## src/rtl/complex_pkg.sv

```systemverilog
// Shared definitions for the complex multiply/accumulate datapath.
// COMPLEX_T declares a packed {imag, real} pair whose width depends on a parameter.
`ifndef COMPLEX_PKG_SV
`define COMPLEX_PKG_SV

`define COMPLEX_T(NAME, W) \
    typedef struct packed { \
        logic signed [(W)-1:0] im; \
        logic signed [(W)-1:0] re; \
    } NAME;

package complex_pkg;

    localparam int DEFAULT_INTEGER_WIDTH    = 8;
    localparam int DEFAULT_FRACTIONAL_WIDTH = 8;
    localparam int OPERAND_WIDTH            = DEFAULT_INTEGER_WIDTH + DEFAULT_FRACTIONAL_WIDTH;
    localparam int PROD_WIDTH               = 2 * OPERAND_WIDTH;

    // Guard bits let len full-scale products be summed without overflow.
    function automatic int acc_width(input int prod_w, input int len);
        return prod_w + $clog2(len);
    endfunction

endpackage

`endif

```

## src/rtl/complex_accumulator_if.sv

```systemverilog
// AXI-Stream style valid/ready/data bundle used for both accumulator ports.
interface complex_accumulator_if #(
    parameter int WIDTH = 64
);

    logic             tvalid;
    logic             tready;
    logic [WIDTH-1:0] tdata;

    modport master (output tvalid, output tdata, input tready);
    modport slave  (input tvalid, input tdata, output tready);

endinterface

```

## src/rtl/complex_accumulator.sv

```systemverilog
// Sums ACC_LEN consecutive complex products into one full-precision result beat.
// The sum is computed combinationally so the terminal beat adds straight into the output register.
module complex_accumulator
    import complex_pkg::*;
#(
    parameter int INTEGER_WIDTH    = DEFAULT_INTEGER_WIDTH,
    parameter int FRACTIONAL_WIDTH = DEFAULT_FRACTIONAL_WIDTH,
    parameter int ACC_LEN          = 4
) (
    input  logic                  clk,
    input  logic                  rst_n,
    complex_accumulator_if.slave  i_prod,
    complex_accumulator_if.master o_acc
);

    localparam int PW = 2 * (INTEGER_WIDTH + FRACTIONAL_WIDTH);
    localparam int AW = acc_width(PW, ACC_LEN);
    localparam int CW = (ACC_LEN > 1) ? $clog2(ACC_LEN) : 1;
    localparam logic [CW-1:0] LAST_BEAT = CW'(ACC_LEN - 1);

    generate
        if (ACC_LEN < 1) begin : g_badAccLen
            $error("complex_accumulator: ACC_LEN must be >= 1");
        end
    endgenerate

    `COMPLEX_T(prod_t, PW)
    `COMPLEX_T(acc_t, AW)

    prod_t         w_prod;
    acc_t          w_sum;
    logic          w_ready;
    logic          w_accept;
    logic          w_terminal;
    logic          w_outFire;

    acc_t          r_acc;
    acc_t          r_out;
    logic          r_outValid;
    logic [CW-1:0] r_count;

    // Input stalls only while a finished result is still waiting for the sink.
    assign w_ready    = !r_outValid || o_acc.tready;
    assign w_accept   = i_prod.tvalid && w_ready;
    assign w_terminal = w_accept && (r_count == LAST_BEAT);
    assign w_outFire  = r_outValid && o_acc.tready;
    assign w_prod     = i_prod.tdata;

    always_comb begin
        w_sum    = '0;
        w_sum.re = r_acc.re + AW'($signed(w_prod.re));
        w_sum.im = r_acc.im + AW'($signed(w_prod.im));
    end

    always_ff @(posedge clk or negedge rst_n) begin
        if (!rst_n) begin
            r_acc   <= '0;
            r_count <= '0;
        end else if (w_accept) begin
            if (w_terminal) begin
                r_acc   <= '0;
                r_count <= '0;
            end else begin
                r_acc   <= w_sum;
                r_count <= r_count + CW'(1);
            end
        end
    end

    // A new terminal beat takes priority over draining, so back-to-back results keep tvalid high.
    always_ff @(posedge clk or negedge rst_n) begin
        if (!rst_n) begin
            r_out      <= '0;
            r_outValid <= 1'b0;
        end else if (w_terminal) begin
            r_out      <= w_sum;
            r_outValid <= 1'b1;
        end else if (w_outFire) begin
            r_outValid <= 1'b0;
        end
    end

    assign i_prod.tready = w_ready;
    assign o_acc.tvalid  = r_outValid;
    assign o_acc.tdata   = r_out;

endmodule

```

## src/flat_wrapper.sv

```systemverilog
// flat-port wrapper written by rule: the top's interface ports become plain ports
module complex_accumulator_flat import complex_pkg::*;
#(
    parameter int INTEGER_WIDTH    = DEFAULT_INTEGER_WIDTH,
    parameter int FRACTIONAL_WIDTH = DEFAULT_FRACTIONAL_WIDTH,
    parameter int ACC_LEN          = 4
)
  (clk, rst_n, i_prod_tvalid, i_prod_tdata, i_prod_tready, o_acc_tvalid, o_acc_tdata, o_acc_tready);
  complex_accumulator_if #(.WIDTH(64)) i_prod_i ();
  complex_accumulator_if #(.WIDTH(68)) o_acc_i ();
  input  logic clk;
  input  logic rst_n;
  input wire logic [$bits(i_prod_i.tvalid)-1:0] i_prod_tvalid;
  input wire logic [$bits(i_prod_i.tdata)-1:0] i_prod_tdata;
  output wire logic [$bits(i_prod_i.tready)-1:0] i_prod_tready;
  output wire logic [$bits(o_acc_i.tvalid)-1:0] o_acc_tvalid;
  output wire logic [$bits(o_acc_i.tdata)-1:0] o_acc_tdata;
  input wire logic [$bits(o_acc_i.tready)-1:0] o_acc_tready;
  assign i_prod_i.tvalid = i_prod_tvalid;
  assign i_prod_i.tdata = i_prod_tdata;
  assign i_prod_tready = i_prod_i.tready;
  assign o_acc_tvalid = o_acc_i.tvalid;
  assign o_acc_tdata = o_acc_i.tdata;
  assign o_acc_i.tready = o_acc_tready;
  complex_accumulator #(.INTEGER_WIDTH(INTEGER_WIDTH), .FRACTIONAL_WIDTH(FRACTIONAL_WIDTH), .ACC_LEN(ACC_LEN)) u_core (.clk(clk), .rst_n(rst_n), .i_prod(i_prod_i), .o_acc(o_acc_i));
endmodule
```

## config.mk

```make
export PLATFORM = sky130hd
export DESIGN_NAME = complex_accumulator_flat
export DESIGN_NICKNAME = d
export VERILOG_FILES = /design/src/rtl/complex_pkg.sv /design/src/rtl/complex_accumulator_if.sv /design/src/rtl/complex_accumulator.sv /design/src/flat_wrapper.sv
export SDC_FILE = /design/constraint.sdc
export NUM_CORES = 1
export LEC_CHECK = 0
export ABC_AREA = 1
export CAP_MARGIN = 20
export CORE_AREA = 2 2 136 138
export DETAILED_ROUTE_END_ITERATION = 6
export DIE_AREA = 0 0 138 140
export PLACE_DENSITY = 0.87
export REMOVE_ABC_BUFFERS = 1
export SLEW_MARGIN = 20
export SYNTH_ARGS = -nofsm -noshare
export SYNTH_HDL_FRONTEND = slang
export SYNTH_SLANG_ARGS = --single-unit
```

## constraint.sdc

```tcl
create_clock -name clk -period 2.4 [get_ports clk]
set_clock_uncertainty 0.1 [all_clocks]
set_input_delay 0.36 -clock clk [delete_from_list [all_inputs] [get_ports clk]]
set_output_delay 0.36 -clock clk [all_outputs]
set_load 0.02 [all_outputs]
```

==> flow_summary.json <==
{
  "finalSetupViolations": 0,
  "antenna_found_initial": 0,
  "pwr-share-clk_pct": 15.7,
  "grt_max_degree": 63,
  "worst_pin_slew_ns": 0.8370,
  "fp.dieW_um": 138,
  "r2r_start": "u_core.r_acc[0]",
  "critical_path_class": "primary input to register",
  "syn_to_final_growth_pct": 32.03,
  "cp_max_fo": 4,
  "initial_core_util_pct": 55.63,
  "swShare_pct": 45.66,
  "ys.warnings.count": 0,
  "syn_avg_cell_area_um2": 6.701,
  "start_kind": "primary input",
  "drc": 0,
  "clock-sinks": 139,
  "switchingPower_mw": 8.425,
  "die_height_um": 140,
  "p_int_mw": 10.03,
  "clk_latency_ns": 0.43,
  "cts.reportedPaths.clkPinSlew_ns": 0.07,
  "grtUsageTotal_pct": 31.59,
  "synth_area_mm2": 0.009891,
  "p_leak_nw": 7.002,
  "async_flop_share_pct": 100.0,
  "status": "completed",
  "htreeDepth": 4,
  "setup-tns-final_ns": 0,
  "worstHoldPathType": "primary input to asynchronous set/reset pin",
  "synth-edff-count": 0,
  "cp_data_required_time_ns": 2.61,
  "max_cap_viol_count": 0,
  "power.total_mw": 18.45,
  "die_area_mm2": 0.01932,
  "io_buffers": 137,
  "grt_pass1_vias": 10420,
  "gp_congestion": 0.9436,
  "hpwl_um": 23800,
  "dp.cells": 1937,
  "yosys.area.top_type": "dfrtp_1",
  "min_period_ns": 2.250,
  "cts_tree": "built",
  "synth-seq-cells": 139,
  "reg2regPathDepth": 15,
  "fmax_ghz": 0.4444,
  "fillers": 1470,
  "wl_per_cell_um": 15.53,
  "num_rows": 49,
  "synthFlopType": "dfrtp_1",
  "num_io_pins": 138,
  "synth_cells": 1476,
  "finalMaxSlewViolations": 0,
  "hold_viol": 0,
  "viasPerCell": 5.257,
  "drt_iter0_drc": 721,
  "yosysSeqAreaShare_pct": 35.17,
  "sequentialPowerShare_pct": 22.5,
  "routed_wl_um": 30620,
  "core_region_area_mm2": 0.01778,
  "power_frac_comb_pct": 61.8,
  "synth_cell_types": 34,
  "p_per_area_mw_per_mm2": 1413,
  "synthTopCellsByArea": "dfrtp_1 35%, nand2_1 21%, ha_1 8.5%",
  "reg2reg_slack_ns": 0.18,
  "cts_buffers": 17,
  "yosysTopAreaCellShare_pct": 35.17,
  "vias": 10370,
  "clk_path_buf_depth": 2,
  "drive_gt1_share_pct": 11.42,
  "firstDrtPassIters": 5,
  "finalCritPeriodShare_pct": 93.76,
  "overflow": 0,
  "instances_no_fill": 1972,
  "rsz0062_at_grt": "yes",
  "grt_pass1_wl_um": 49370,
  "endpoint_kind": "register",
  "ant_nets": 0,
  "final_nets": 1867,
  "ir_drop_v": 0.0007199,
  "diodes": 0,
  "r2r_end": "u_core.o_acc.tdata[24]",
  "slew_headroom_pct": 44.14,
  "crit_arrival_ns": 2.46,
  "cts_root_buffer": "clkbuf_16"
}
power groups by stage:
stage / Sequential [mW] / Combinational (mW) / Clock, mW
final: 4.16 / 11.4 / 2.89
after global routing: 4.27 / 12.6 / 3.02
after CTS: 4.14 / 11.2 / 2.90
after detailed placement: 4.15 / 11.2 / 0
after global placement: 4.13 / 10.9 / 0
after floorplan: 4.64 / 6.12 / 0
kinds of logic (layout without fill, tap and decap cells):
group	count (synthesis)	in the layout	share of synthesized area, %
adders and majority gates	69	69	8.880
DFF	139	139	35.17
AOI/OAI and AO/OA	168	168	8.944
xor gates and xnor gates	23	23	2.037
and+or+nand+nor	858	858	36.42
buffers and inverters	219	486	8.551
state kept, by name (all words and copies together), names as in the netlist:
name                 cells
u_core.o_acc.tdata      68
u_core.r_acc            68
u_core.r_count           2
u_core.o_acc.tvalid      1
worst max path at each step:
stage,startpoint,endpoint,cells after the start
floorplan,u_core.o_acc.tvalid,u_core.o_acc.tdata[11],6
global placement,i_prod_tdata[32],u_core.r_acc[64],16
detailed placement,i_prod_tdata[0],u_core.o_acc.tdata[24],16
CTS,i_prod_tdata[0],u_core.o_acc.tdata[24],16
global route,i_prod_tdata[32],u_core.r_acc[56],16
finish,i_prod_tdata[0],u_core.o_acc.tdata[24],16
cells in the final DEF (no fill, tap or decap), types with 5 or more instances in the layout:
cell	count
or2_1	6
buf_4	121
o21ai_1	11
xnor2_1	16
clkbuf_16	17
xor2_1	7
nand2_1	556
o21bai_1	8
nand4_1	13
o21ai_0	74
nand3b_1	11
clkdlybuf4s50_1	136
a21oi_1	68
nand3_2	5
nor2_1	106
nand2_2	20
dfrtp_1	139
ha_1	67
nand3_1	113
inv_1	189
nor3_1	16
synthesized netlist by cell type, types with 2 or more instances:
cell type	count
nand2_1	558
buf_2	13
xor2_1	7
buf_4	2
fa_1	2
inv_1	190
nand3_2	5
o21bai_1	8
or2_1	6
nor3_1	16
nor2_1	106
nand4_1	13
nand2_2	20
nand3_1	113
o22ai_1	2
dfrtp_1	139
ha_1	67
or2_2	2
nor2_2	4
clkbuf_1	12
o21ai_1	11
nand3b_1	11
nor2_4	2
xnor2_1	16
a21oi_1	68
inv_2	2
o21ai_0	74
repair_timing:
action                                 4_1_cts  5_1_grt
endpoints found under the hold margin       54        0
hold buffers                                 1        0
buffers inserted                             0        2
setup endpoints to repair                    0       27
resized for setup                            0        8
critical path: stages:
cell and delay, ns:
clkdlybuf4s50_1 0.47, ha_1 0.18, inv_1 0.07, fa_2 0.34, inv_1 0.08, nand3_1 0.08
nand2_2 0.11, nand3_1 0.09, nand2_2 0.10, nand2_1 0.09, nand2_4 0.11, nand2_1 0.10
nand2_1 0.08, nand2_1 0.07, nand3_1 0.07, nand2_1 0.05
area by class of cell:
type / count / area [um2] / share of cell area (%)
Multi-Input combinational cell: 1118 / 5594 / 42.84
Sequential cell: 139 / 3478 / 26.64
Timing Repair Buffer: 262 / 2351 / 18.00
Inverter: 192 / 720.7 / 5.519
Clock buffer: 22 / 464.2 / 3.555
Tap cell: 229 / 286.5 / 2.194
Clock inverter: 10 / 163.9 / 1.255
metal layers:
layer / share of wire (%) / up-vias / global-route usage, %
met5: 0 / - / 0
met4: 2.9 / 0 / 11.12
met3: 4.8 / 57 / 4.957
met2: 50 / 299 / 55.89
met1: 43 / 4822 / 39.40
li1: - / 5189 / -
stage by stage:
step | setup slack [ns] | util (%) | hold slack [ns] | instance area, um2
2_1_floorplan | -0.2992 | - | -0.03559 | 9766
3_3_place_gp | -0.2424 | 69.62 | 0.2725 | 12380
3_5_place_dp | -0.3614 | 69.62 | 0.2892 | 12380
4_1_cts | 0.06861 | 73.21 | 0.3823 | 13020
5_1_grt | -0.02491 | 73.45 | 0.4023 | 13060
6_report | 0.1497 | 73.45 | 0.3792 | 13060
Power figures use the tool's default switching activity.
==> patch: new RTL, config.mk and constraints unchanged <==
Make the reset (`rst_n`) synchronous in 2 clocked blocks.
--- a/src/rtl/complex_accumulator.sv
+++ b/src/rtl/complex_accumulator.sv
@@ -52,7 +52,7 @@
         w_sum.im = r_acc.im + AW'($signed(w_prod.im));
     end
 
-    always_ff @(posedge clk or negedge rst_n) begin
+    always_ff @(posedge clk) begin
         if (!rst_n) begin
             r_acc   <= '0;
             r_count <= '0;
@@ -68,7 +68,7 @@
     end
 
     // A new terminal beat takes priority over draining, so back-to-back results keep tvalid high.
-    always_ff @(posedge clk or negedge rst_n) begin
+    always_ff @(posedge clk) begin
         if (!rst_n) begin
             r_out      <= '0;
             r_outValid <= 1'b0;
Check against the original RTL: not equivalent (Yosys sat finds a counterexample within 10 cycles, from zero or initial values and one cycle with rst_n low; the reset may be asserted at any time).
==> patch against the original RTL <==
- sequential cell count is the same
- synthesized cell count grew 6.6%
- cell area grew 1.1%
- routed wire length grew 2.0%
- synthesized area shrank 0.13%
- critical path type unchanged
- worst setup slack lost 0.021 ns
- global-route usage shrank 0.10 points
Power is not compared: it rests on default switching activity, and its combinational part moved more than twofold at a synthesized area within 25%.
==> patch: results (changes against the original RTL) <==
<table>
<tr><th>Metric</th><th>Value</th></tr>
<tr><th colspan="2">Run status</th></tr>
<tr><td>Outcome</td><td>complete, no violations (unchanged)</td></tr>
<tr><th colspan="2">Global route</th></tr>
<tr><td>Pin count of the biggest net entering global routing</td><td>72 (was 63)</td></tr>
<tr><td>Global-route wire length before repair</td><td>50.0 mm (was 49.4 mm)</td></tr>
<tr><td>Via count of the first global-routing pass</td><td>10800 (was 10400)</td></tr>
<tr><td>M2 GR Usage</td><td>0.596 (was 0.559)</td></tr>
<tr><td>Combined global-route utilization of all metal layers</td><td>0.315 (was 0.316)</td></tr>
<tr><th colspan="2">Place</th></tr>
<tr><td>Placed wire-length estimate after detailed placement</td><td>23.9 mm (was 23.8 mm)</td></tr>
<tr><td>Pre-CTS setup slack</td><td>-0.428 ns (was -0.361 ns)</td></tr>
<tr><th colspan="2">Drt</th></tr>
<tr><td>Met3 Routed Length</td><td>1.47 mm (was 1.48 mm)</td></tr>
<tr><td>DRT met1 WL</td><td>12.8 mm (was 13.1 mm)</td></tr>
<tr><td>Average wire length per cell after detail routing</td><td>15.0 µm (was 15.5 µm)</td></tr>
<tr><td>TritonRoute pass-1 iters</td><td>7 (was 5)</td></tr>
<tr><th colspan="2">Worst setup path</th></tr>
<tr><td>CP max FO</td><td>3 (was 4)</td></tr>
<tr><td>FF-to-FF path depth</td><td>14 (was 15)</td></tr>
<tr><th colspan="2">Logic synthesis</th></tr>
<tr><td>Most frequent cells after synthesis</td><td>sky130_fd_sc_hd__nand2_1 (501), sky130_fd_sc_hd__inv_1 (241), sky130_fd_sc_hd__dfxtp_1 (139) (was sky130_fd_sc_hd__nand2_1 (558), sky130_fd_sc_hd__inv_1 (190), sky130_fd_sc_hd__dfrtp_1 (139))</td></tr>
<tr><td>Sequential share of the synthesized area</td><td>0.282 (was 0.352)</td></tr>
<tr><td>Count of different cell masters after synthesis</td><td>36 (was 34)</td></tr>
<tr><th colspan="2">Cells and area</th></tr>
<tr><td>Layout Utilization</td><td>0.743 (was 0.734)</td></tr>
<tr><td>Fraction of layout instances using a drive strength above 1</td><td>0.143 (was 0.114)</td></tr>
<tr><td>NumNets Final</td><td>1982 (was 1867)</td></tr>
</table>
[patch: cell count changes in the layout (fill, tap and decap cells not counted), moves of 42 or more]
cell / change
sky130_fd_sc_hd__dfrtp_1: -139
sky130_fd_sc_hd__dfxtp_1: +139
sky130_fd_sc_hd__nand2_1: -63
sky130_fd_sc_hd__a21oi_1: +62
sky130_fd_sc_hd__inv_1: +51
sky130_fd_sc_hd__nand3_1: -42
[patch: metrics by stage]
stage                     TNS, ns  hold slack (ns)  instances  area, µm²
after detailed placement   -21.79            0.361       2053      12600
final                           0            0.280       2087      13200
after floorplan           -179.38            0.345       1530       9700
after global routing      -0.0286            0.305       2087      13200
after CTS                       0            0.280       2085      13100
after global placement     -15.14            0.351       2053      12600
[patch: what timing repair did]
action | CTS | global route
gates resized for setup | 0 | 19
setup buffers | 0 | 2
endpoints found under the setup margin | 0 | 35
[patch: worst max-delay path, cell delays in order]
cell,delay (ns)
sky130_fd_sc_hd__clkdlybuf4s50_1,0.48
sky130_fd_sc_hd__ha_2,0.19
sky130_fd_sc_hd__inv_1,0.06
sky130_fd_sc_hd__fa_2,0.36
sky130_fd_sc_hd__inv_2,0.07
sky130_fd_sc_hd__nand3_1,0.07
sky130_fd_sc_hd__nand2_2,0.10
sky130_fd_sc_hd__nand3_2,0.07
sky130_fd_sc_hd__nand2_2,0.09
sky130_fd_sc_hd__nand2_1,0.07
sky130_fd_sc_hd__nand2_2,0.12
sky130_fd_sc_hd__buf_4,0.14
sky130_fd_sc_hd__xor2_2,0.13
sky130_fd_sc_hd__nand2_1,0.09
sky130_fd_sc_hd__a21oi_2,0.12
[patch: logic make-up after synthesis]
| family | Yosys count | synth area share |
|---|---|---|
| AO/OA/AOI/OAI | 296 | 0.172 |
| AND/OR/NAND/NOR | 750 | 0.318 |
| flip-flops | 139 | 0.282 |
| XOR/XNOR | 31 | 0.0275 |
| adder cells (fa/ha/maj) | 69 | 0.0889 |
| buffers and inverters | 288 | 0.112 |
[patch: final cells by class]
cell class / count / area [µm²]
Clock buffer: 18 / 429
Clock inverter: 14 / 136
Fill cell: 1503 / 4580
Inverter: 245 / 920
Multi-Input combinational cell: 1146 / 6060
Sequential cell: 139 / 2780
Tap cell: 229 / 287
Timing Repair Buffer: 296 / 2580
[patch: path summary, 6_finish.rpt]
check | start | end | slack [ns]
worst max-delay path | i_prod_tdata[0] | u_core.r_acc[14] | 0.13
worst min-delay path | rst_n | u_core.o_acc.tdata[50] | 0.28
worst max register to register | u_core.r_acc[0] | u_core.r_acc[14] | 0.18
worst min register to register | u_core.r_acc[57] | u_core.r_acc[57] | 0.37
[patch: power breakdown]
part	switching, mW	total [mW]	internal [mW]
registers	0.104	2.59	2.48
clock network	1.16	2.61	1.45
logic	1.78	3.12	1.34
total	3.04	8.31	5.27
